[src/rtl/bow_pkg.sv]
// rtl/bow_pkg.sv - shared constants, state encoding and entry layout for the BoW transmitter
package bow_pkg;

    localparam logic [15:0] SYNC_WORD  = 16'h7FFE;
    localparam logic [15:0] TRAIN_WORD = 16'hAAAA;
    localparam int          BURST_LEN  = 32;
    localparam int          TRAIN_LEN  = 8;

    typedef enum logic [2:0] {
        IDLE  = 3'd0,
        FILL  = 3'd1,
        TRAIN = 3'd2,
        SYNC  = 3'd3,
        SEND  = 3'd4
    } state_t;

    typedef struct packed {
        logic [15:0] data;
        logic        fec;
        logic        aux;
    } entry_t;

endpackage

[src/rtl/bow_tx_buf.sv]
// rtl/bow_tx_buf.sv - 32x18 burst buffer, one write port and one registered read port
module bow_tx_buf
    import bow_pkg::*;
(
    input  logic   clk_pos,
    input  logic   wr_en,
    input  logic [4:0] wr_addr,
    input  entry_t wr_entry,
    input  logic [4:0] rd_addr,
    output entry_t rd_entry
);

    entry_t mem [BURST_LEN];

    always_ff @(posedge clk_pos) begin
        if (wr_en) begin
            mem[wr_addr] <= wr_entry;
        end
        rd_entry <= mem[rd_addr];
    end

endmodule

[src/rtl/bow_tx.sv]
// rtl/bow_tx.sv - BoW burst transmitter: APB fill, training, sync word, 32-word burst
module bow_tx
    import bow_pkg::*;
(
    input  logic        clk_pos,
    input  logic        presetn,
    input  logic        psel,
    input  logic        penable,
    input  logic        pwrite,
    input  logic [15:0] pwdata,
    input  logic        pfec,
    input  logic        paux,
    output logic        pready,
    output logic [15:0] prdata,
    input  logic        tx_ready,
    output logic [15:0] tx_data,
    output logic        tx_fec,
    output logic        tx_aux,
    output logic        tx_valid
);

    state_t     state, next_state;
    logic [5:0] wr_cnt;
    logic [4:0] rd_ptr;
    logic [4:0] rd_addr;
    logic [2:0] train_cnt;
    logic       can_write, wr_en, burst_done, train_done;
    entry_t     wr_entry, rd_entry;

    assign can_write  = ((state == IDLE) || (state == FILL)) && (wr_cnt < 6'(BURST_LEN));
    assign pready     = !pwrite || can_write;
    assign wr_en      = psel && penable && pwrite && can_write;
    assign prdata     = {10'b0, wr_cnt};
    assign burst_done = (state == SEND) && (rd_ptr == 5'(BURST_LEN - 1));
    assign train_done = (train_cnt == 3'(TRAIN_LEN - 1));
    assign wr_entry   = {pwdata, pfec, paux};

    // Read data is registered twice (buffer, then lanes), so the address runs two entries ahead.
    always_comb begin
        rd_addr = 5'd0;
        if (state == SYNC) begin
            rd_addr = 5'd1;
        end else if (state == SEND) begin
            rd_addr = rd_ptr + 5'd2;
        end
    end

    always_comb begin
        next_state = state;
        case (state)
            IDLE:    if (wr_en) next_state = FILL;
            FILL:    if (wr_en && (wr_cnt == 6'(BURST_LEN - 1))) next_state = TRAIN;
            TRAIN:   if (train_done && tx_ready) next_state = SYNC;
            SYNC:    next_state = SEND;
            SEND:    if (burst_done) next_state = IDLE;
            default: next_state = IDLE;
        endcase
    end

    always_ff @(posedge clk_pos or negedge presetn) begin
        if (!presetn) begin
            state <= IDLE;
        end else begin
            state <= next_state;
        end
    end

    always_ff @(posedge clk_pos or negedge presetn) begin
        if (!presetn) begin
            wr_cnt    <= 6'd0;
            rd_ptr    <= 5'd0;
            train_cnt <= 3'd0;
            tx_data   <= 16'd0;
            tx_fec    <= 1'b0;
            tx_aux    <= 1'b0;
            tx_valid  <= 1'b0;
        end else begin
            if (burst_done) begin
                wr_cnt <= 6'd0;
            end else if (wr_en) begin
                wr_cnt <= wr_cnt + 6'd1;
            end

            if (state != TRAIN) begin
                train_cnt <= 3'd0;
            end else if (!train_done) begin
                train_cnt <= train_cnt + 3'd1;
            end

            rd_ptr <= (state == SEND) ? rd_ptr + 5'd1 : 5'd0;

            // Lanes are driven from the upcoming state so they line up with it cycle for cycle.
            case (next_state)
                TRAIN: {tx_data, tx_fec, tx_aux, tx_valid} <= {TRAIN_WORD, 3'b000};
                SYNC:  {tx_data, tx_fec, tx_aux, tx_valid} <= {SYNC_WORD, 3'b001};
                SEND:  {tx_data, tx_fec, tx_aux, tx_valid} <= {rd_entry.data, rd_entry.fec, rd_entry.aux, 1'b1};
                default: {tx_data, tx_fec, tx_aux, tx_valid} <= 19'd0;
            endcase
        end
    end

    bow_tx_buf u_buf (
        .clk_pos  (clk_pos),
        .wr_en    (wr_en),
        .wr_addr  (wr_cnt[4:0]),
        .wr_entry (wr_entry),
        .rd_addr  (rd_addr),
        .rd_entry (rd_entry)
    );

endmodule

[config.mk]
export PLATFORM = sky130hd
export DESIGN_NAME = bow_tx
export DESIGN_NICKNAME = d
export VERILOG_FILES = /design/src/rtl/bow_pkg.sv /design/src/rtl/bow_tx_buf.sv /design/src/rtl/bow_tx.sv
export SDC_FILE = /design/constraint.sdc
export NUM_CORES = 1
export LEC_CHECK = 0
export BUFFER_PORTS_ARGS = -buffer_cell sky130_fd_sc_hd__buf_4
export CAP_MARGIN = 15
export CORE_MARGIN = 2
export CORE_UTILIZATION = 30
export CTS_BUF_LIST = sky130_fd_sc_hd__clkbuf_4 sky130_fd_sc_hd__clkbuf_8 sky130_fd_sc_hd__clkbuf_16
export DETAILED_ROUTE_END_ITERATION = 8
export SYNTH_ARGS = -nofsm -noshare
export SYNTH_HDL_FRONTEND = slang
export SYNTH_SLANG_ARGS = --single-unit
[constraint.sdc]
create_clock -name clk_pos -period 2.6 [get_ports clk_pos]
set_input_delay 0.26 -clock clk_pos [delete_from_list [all_inputs] [get_ports clk_pos]]
set_output_delay 0.26 -clock clk_pos [all_outputs]
set_load 0.005 [all_outputs]
==> reports/results.ini <==
[run_status]
status=finished, final reports clean

[synth]
yosysSeqAreaShare_pct=70.9
synth_compound_area_share_pct=16.4
avgSynthCellArea_um2=13.8
synth_mux_area_share_pct=2.27
synthAdderAreaFrac_pct=0.430
synthArstFlopShare_pct=5.71
synth-seq-cells=630
synth_cells=1903
yosys.area_share.simple_pct=6.99
synth-edff-count=576
synth_top_family_by_area=compound AO/OA/AOI/OAI gates
synth_xor_area_share_pct=0.335
synth_ff_type=edfxtp_1
synth_cell_type_count=55
netlist_area_mm2=0.0262
yosys_warnings=0

[cells_and_area]
areaGrowthSynthToFinish_pct=20.1
post-route-cell-area_mm2=0.0314
drive_gt1_share_pct=18.9
final_util_pct=36.3
nNetsFinal=2065
n_antenna_cell=0

[clock_tree]
cts.path.max_buffers=3
cts_buffers=68
h-tree-depth=3
cts_tree=done
clock-sinks=630
clk_pin_slew_worst_paths_ns=0.06
clk_latency_ns=0.60
clock_tree.root_cell=clkbuf_16

[setup_path]
critical_path_class=reg2reg
cpMaxStageDelayCell=o311ai_1
cp_slowest_stage_delay_ns=0.53
path_buf_inv=3
required_ns=3.13
cp.arrival_ns=3.08
path_common_cell=buf_12
path_max_fanout=37
critPathLaunchType=register
critical_path.top_delay_family=compound AO/OA/AOI/OAI gates
worstPathCellList=buf_4 -> nor2b_4 -> buf_12 -> buf_12 -> nor2_1 -> a211oi_1 -> a21oi_1 -> o311ai_1 -> o32a_1
cp-end-kind=register
r2r_setup_slack_ns=0.06

[sta]
relSlewSlack_pct=52.5
finalSetupViolations=0
setup_tns_ns=0
tightest_slew_ns=0.712
fin_crit_ns=2.54
rsz0062_at_grt=no
max_freq_ghz=0.393
fin_skew_ns=0.0242
finalMaxSlewViolations=0
layout_worst_path_cycle_share_pct=97.9
finalHoldViolations=0

[floorplan]
placementRows=108
dieHeight_um=299
pin_count=60
initial_core_util_pct=30.2
die_w_um=299
core_area_mm2=0.0866
dieArea_mm2=0.0896

[drt]
drtPass1Iterations=6
post_drt_wl_per_cell_um=24.5
num_vias=17800
vias_per_cell=5.52
drcViolationCount=0
wirelength_um=79400
drt_iter0_markers=2258
ant_nets=0

[grt]
antenna_found_initial=4
grt_first_pass_wirelength_um=116000
grt_max_degree=49
grtUsageTotal_pct=17.3
grt.overflow.total=0
grt_pass1_vias=17200

[power]
ir_worst_vdd_mv=0.448
p_leak_nw=10.3
powerDensity_mw_per_mm2=687

[job]
maxCapViolations=0

[placement]
place_congestion=0.838
port_buffers=49
placed_cell_area_mm2=0.0291
dp_hpwl_um=48100

[hold_path]
hp-class=in2reg

==> per-stage QoR <==
stage                     worst slack [ns]  total power [W]  cells  hold slack [ns]
final                               0.0557           0.0216   3235           0.0953
after detailed placement            -0.241           0.0124   3110            0.268
after floorplan                      0.203           0.0119   1912          -0.0356
after global placement              -0.231           0.0123   3110            0.258
after global routing               0.00766           0.0222   3235           0.0868
after CTS                         0.000508           0.0217   3229           0.0667
==> state kept, by name, indices dropped and copies added (netlist names) <==
signal          count
state               3
rd_ptr              5
tx_valid            1
tx_fec              1
tx_data            16
wr_cnt              6
tx_aux              1
u_buf.rd_entry     18
train_cnt           3
u_buf.mem         576
==> repair_timing <==
action,in CTS,in global routing
endpoints found under the hold margin,36,0
pin swaps,0,4
endpoints found under the setup margin,358,19
hold buffers,1,0
buffers inserted,0,5
gates resized for setup,10,9
gates cloned,0,1
==> power breakdown <==
part | leakage (nW) | internal [W] | switching (W)
Sequential | 5.82 | 0.0112 | 0.000127
Combinational | 3.42 | 0.000264 | 0.000583
Clock | 1.09 | 0.00560 | 0.00383
Total | 10.3 | 0.0171 | 0.00455
==> routing by layer <==
metal,routed length [um],part of all wire [%],GRT usage (%),vias up
li1,-,-,-,7721
met1,33400,42,24.0,9036
met2,36300,46,27.1,940
met3,7430,9.4,3.45,145
met4,2260,2.8,5.63,6
met5,31,0.039,0,-
==> synth_stat cells, types with 2 or more instances <==
library cell,count,share of area [%]
ha_1,9,0.43
a21oi_1,217,4.1
buf_1,13,0.19
buf_2,51,0.98
o221ai_1,72,2.4
and3_1,19,0.45
buf_4,16,0.46
mux2_2,18,0.77
dfrtp_1,36,3.4
a211oi_1,126,3.6
o32a_1,18,0.69
and2_1,8,0.19
nor2_1,188,2.7
clkbuf_1,66,0.95
xnor2_1,3,0.10
nor2_2,3,0.072
nand3b_1,4,0.11
o31ai_1,18,0.52
nand4_1,2,0.048
nand2_1,177,2.5
or3_1,2,0.048
mux2i_1,39,1.5
xor2_1,7,0.23
edfxtp_1,576,66
nand2b_1,4,0.096
nand3_1,2,0.038
nor2_4,2,0.086
o22ai_1,18,0.43
a311o_1,18,0.69
nand2_2,4,0.096
nor3_1,4,0.076
o311ai_1,18,0.60
inv_1,4,0.057
o21ai_0,2,0.038
dfxtp_1,18,1.4
a21o_1,67,1.9
a221oi_1,36,1.2
==> layout make-up <==
type | instances | area, um2
clock buffers | 95 | 1980
clock inverters | 23 | 195
fillers | 8027 | 55200
inverters | 6 | 26.3
multi-input cells | 1129 | 7150
flip-flops and latches | 630 | 18600
well taps | 1155 | 1450
repair buffers | 197 | 2070
==> layout by cell type (no fill, tap or decap), types with 19 or more instances in the layout <==
cell type / count
a211oi_1: 123
a21o_1: 66
a21oi_1: 217
a221oi_1: 36
and3_1: 19
buf_12: 46
buf_4: 149
clkbuf_16: 70
dfrtp_1: 33
edfxtp_1: 576
mux2i_1: 39
nand2_1: 174
nor2_1: 160
nor2_2: 31
o221ai_1: 72
==> cell families (layout without fill, tap and decap cells) <==
family                     after synthesis  in the layout
and+or+nand+nor                        430            430
xor gates and xnor gates                10             10
adders and majority gates                9              9
DFF                                    630            630
AOI/OAI and AO/OA                      613            613
muxes                                   57             57
buffers and inverters                  153            321
other                                    1             10
==> final timing paths <==
check / start / to / cells after the start
worst max-delay path: state[1]$_DFF_PN0_ / u_buf.rd_entry[16]$_DFF_P_ / 9
worst min-delay path: pwdata[5] / u_buf.mem[10][7]$_DFFE_PP_ / 1
worst max register to register: state[1]$_DFF_PN0_ / u_buf.rd_entry[16]$_DFF_P_ / 9
worst min register to register: u_buf.rd_entry[3]$_DFF_P_ / tx_data[1]$_DFF_PN0_ / 1
max in group asynchronous: presetn / state[0]$_DFF_PN0_ / 2
min in group asynchronous: presetn / tx_data[8]$_DFF_PN0_ / 2
No activity file was read; power rests on OpenSTA's default activity.
